### src/rtl/fetch_queue.sv
// fetch_queue: DEPTH-entry {pc, inst} FIFO between fetch and decode.
// Presents a NOP bubble to decode while empty; flush empties it in one cycle.
module fetch_queue #(
    parameter int              XLEN     = 32,
    parameter int              DEPTH    = 4,
    parameter logic [XLEN-1:0] NOP_INST = 32'h0000_0013
) (
    input  logic                     clk_i,
    input  logic                     rst_i,
    input  logic                     flush_i,
    input  logic                     in_valid_i,
    output logic                     in_ready_o,
    input  logic [XLEN-1:0]          pc_i,
    input  logic [XLEN-1:0]          inst_i,
    output logic                     out_valid_o,
    input  logic                     out_ready_i,
    output logic [XLEN-1:0]          pc_o,
    output logic [XLEN-1:0]          inst_o,
    output logic [$clog2(DEPTH):0]   count_o
);
    localparam int AW = $clog2(DEPTH);
    localparam int CW = AW + 1;

    logic [XLEN-1:0] r_pc   [DEPTH];
    logic [XLEN-1:0] r_inst [DEPTH];
    logic [AW-1:0]   r_wr_ptr;
    logic [AW-1:0]   r_rd_ptr;
    logic [CW-1:0]   r_count;
    logic            w_push;
    logic            w_pop;

    assign in_ready_o  = r_count != CW'(DEPTH);
    assign out_valid_o = r_count != '0;
    assign w_push      = in_valid_i & in_ready_o;
    assign w_pop       = out_valid_o & out_ready_i;
    assign pc_o        = out_valid_o ? r_pc[r_rd_ptr] : '0;
    assign inst_o      = out_valid_o ? r_inst[r_rd_ptr] : NOP_INST;
    assign count_o     = r_count;

    // Pointers are DEPTH-sized (power of two), so increments wrap on their own.
    always_ff @(posedge clk_i or posedge rst_i) begin
        if (rst_i) begin
            r_wr_ptr <= '0;
            r_rd_ptr <= '0;
            r_count  <= '0;
        end else if (flush_i) begin
            r_wr_ptr <= '0;
            r_rd_ptr <= '0;
            r_count  <= '0;
        end else begin
            if (w_push) r_wr_ptr <= r_wr_ptr + 1'b1;
            if (w_pop) r_rd_ptr <= r_rd_ptr + 1'b1;
            r_count <= r_count + CW'(w_push) - CW'(w_pop);
        end
    end

    always_ff @(posedge clk_i) begin
        if (w_push && !flush_i) begin
            r_pc[r_wr_ptr]   <= pc_i;
            r_inst[r_wr_ptr] <= inst_i;
        end
    end
endmodule

### config.mk
export PLATFORM = sky130hd
export DESIGN_NAME = fetch_queue
export DESIGN_NICKNAME = d
export VERILOG_FILES = /design/src/rtl/fetch_queue.sv
export SDC_FILE = /design/constraint.sdc
export NUM_CORES = 1
export LEC_CHECK = 0
export BUFFER_PORTS_ARGS = -buffer_cell sky130_fd_sc_hd__clkbuf_2
export CAP_MARGIN = 0
export CORE_ASPECT_RATIO = 0.9
export CORE_UTILIZATION = 37
export CTS_BUF_LIST = sky130_fd_sc_hd__clkbuf_2 sky130_fd_sc_hd__clkbuf_4 sky130_fd_sc_hd__clkbuf_8
export DETAILED_ROUTE_END_ITERATION = 10
export SLEW_MARGIN = 20
export SYNTH_ARGS = -nofsm -noshare
export SYNTH_HDL_FRONTEND = slang
export SYNTH_SLANG_ARGS = --single-unit
export TNS_END_PERCENT = 10
### constraint.sdc
create_clock -name clk_i -period 2.87 [get_ports clk_i]
set_input_delay 0.287 -clock clk_i [delete_from_list [all_inputs] [get_ports clk_i]]
set_output_delay 0.287 -clock clk_i [all_outputs]
set_load 0.005 [all_outputs]
==> metrics.yaml <==
grt_pass1_vias: 5823
fin_crit_ns: 2.694
fp.coreArea_mm2: 0.02696
cts.sinks: 263
io_pins: 138
p_leak_uw: 0.004452
synth_top_flop_cell: "edfxtp_1"
p_per_area_mw_per_mm2: 808.0
critPathBufInv: 1
detailed_place_hpwl_um: 11170
cts_buffers: 44
placed_area_mm2: 0.01131
die_area_mm2: 0.02803
ys_top_cells_by_area: "edfxtp_1, mux4_2, and2_1"
first_pass_iters: 6
synth_top_area_share_pct: 75.94
clk_latency_ns: 0.52
synth-async-reset-ratio_pct: 2.662
clk_pin_slew_ns: 0.05
grt_max_degree: 67
ctsLongestPathBuffers: 3
syn_inst: 455
cts_tree: "done"
utilization_pct: 47.41
rows: 57
critPathArrivalTime_ns: 2.41
cp_max_fo: 66
grt_use_total_pct: 14.54
crit_chain: "mux4_2 > or2_1 > clkbuf_2"
syn_area_mm2: 0.01012
synth_common_cells: "edfxtp_1, and2_1, mux4_2"
syn-num-nets: 531
critPathKind: "reg -> out"
vias_per_cell: 4.784
setup_violations: 0
synth_cell_types: 25
post-route-period-util_pct: 93.88
critPathTopFamily: "flip-flops"
drive_gt1_share_pct: 39.64
max_stage_delay_ns: 1.10
final_cell_area_mm2: 0.01278
initial_core_util_pct: 37.55
crit_slowest_cell: "dfrtp_4"
rsz0062_at_grt: "no"
route.detailed.drc: 0
grt_first_pass_wirelength_um: 31080
layout.nets: 768
whs_ns: 0.05116
endpoint_kind: "primary output"
worst_clock_skew_ns: 0.01458
vias: 5162
io_buffers: 137
crit_required_ns: 2.58
avgSynthCellArea_um2: 22.25
maxSlewHeadroom_pct: 31.69
hold_class: "in -> reg"
routabilityCongestion: 0.6997
ir_drop_uv: 507.0
synth-seq-cells: 263
synth_edf_count: 256
critPathLaunchType: "register"
ys_warn_count: 0
post_drt_wl_per_cell_um: 18.45
hold_viol: 0
first_iter_violations: 206
grt_overflow: 0
die_x_um: 176.4
wl_um: 19910
area_delta_synth_final_pct: 26.26
grt_antenna_before_repair: 1
maxCapViolations: 0
fmax_mhz: 371.2
cts_resized: 0
die_h_um: 158.9
ys_seq_area_share_pct: 77.67
p_total_uw: 10330
worst_pin_slew_ns: 1.025
postRouteAntennaNets: 0
tns_ns: 0
status: "finished, final reports clean"
cts.htree.levels: 2
cts-root-buf: "clkbuf_8"
yosysTopAreaCell: "edfxtp_1"
drv_slew: 0
yosysMostFrequentCell: "edfxtp_1"
report_power, final:
part,total [uW],internal [uW],switching (uW)
clock,3080,1710,1370
combinational,2660,1410,1260
sequential,4590,4440,143
worst reg2reg max path: cells and delay by family (launching register included):
family | cells | cell delay, ns
xor+xnor | 1 | 0.16
fa+ha+maj | 3 | 0.78
buf+inv | 3 | 0.21
flops | 1 | 0.47
simple gates | 3 | 0.69
metrics by stage:
stage / instances / setup slack (ns)
2_1_floorplan: 455 / 0.06001
3_3_place_gp: 935 / 0.6162
3_5_place_dp: 935 / 0.5277
4_1_cts: 1078 / 0.05632
5_1_grt: 1079 / 0.04602
6_report: 1079 / 0.1757
sequential cells by signal (all words and copies together), names as in the netlist:
signal	cells
r_inst	128
r_rd_ptr	2
r_wr_ptr	2
r_pc	128
count_o	3
layout make-up:
class	instances	area, um2
Fill cell	2295	14180
Multi-Input combinational cell	161	2108
Inverter	10	37.54
Clock buffer	65	769.5
Timing Repair Buffer	212	1499
Clock inverter	13	52.55
Sequential cell	263	7870
Antenna cell	1	2.502
Tap cell	354	442.9
what timing repair did:
| action | 4_1_cts | 5_1_grt |
|---|---|---|
| setup buffers | 0 | 0 |
| hold buffers | 65 | 0 |
| endpoints found under the hold margin | 263 | 0 |
logic make-up after synthesis:
kind of cell	Yosys count	share of synthesized area, %
buf+inv	31	1.607
compound gates	5	0.2719
xor+xnor	3	0.2596
mux	65	14.34
fa+ha+maj	7	0.9393
simple gates	81	4.919
flops	263	77.67
final timing paths:
path / startpoint / end / slack, ns / cells after the start
max in group asynchronous: rst_i / r_rd_ptr[0]$_DFFE_PP0P_ / 2.39 / 3
hold / removal: flush_i / r_rd_ptr[1]$_DFFE_PP0P_ / 0.05 / 2
hold reg to reg: r_wr_ptr[1]$_DFFE_PP0P_ / r_wr_ptr[1]$_DFFE_PP0P_ / 0.60 / 2
setup / recovery: r_rd_ptr[1]$_DFFE_PP0P_ / inst_o[1] / 0.18 / 3
min in group asynchronous: rst_i / count_o[2]$_DFF_PP0_ / 0.23 / 3
setup reg to reg: count_o[1]$_DFF_PP0_ / count_o[2]$_DFF_PP0_ / 0.44 / 10
cell usage in the layout, fill, tap and decap left out, types with 3 or more instances in the layout:
| cell | Yosys | routed |
|---|---|---|
| and2_1 | 65 | 61 |
| and2_4 | 0 | 4 |
| buf_12 | 0 | 7 |
| buf_4 | 0 | 3 |
| clkbuf_2 | 0 | 137 |
| clkbuf_4 | 0 | 20 |
| clkbuf_8 | 0 | 45 |
| clkinv_1 | 0 | 10 |
| clkinv_2 | 0 | 3 |
| dfrtp_1 | 7 | 5 |
| dlygate4sd3_1 | 0 | 65 |
| edfxtp_1 | 256 | 256 |
| ha_1 | 6 | 6 |
| inv_1 | 10 | 9 |
| mux4_2 | 64 | 64 |
| nor2_1 | 4 | 4 |
| or2_1 | 3 | 3 |
routing by layer:
layer | track usage (%) | up-vias | part of all wire [%]
met5 | 0 | - | 0
met4 | 4.663 | 0 | 2.2
met3 | 3.616 | 45 | 5.3
met2 | 25.91 | 151 | 51
met1 | 17.12 | 2647 | 41
li1 | - | 2319 | -
Power figures use the tool's default switching activity.
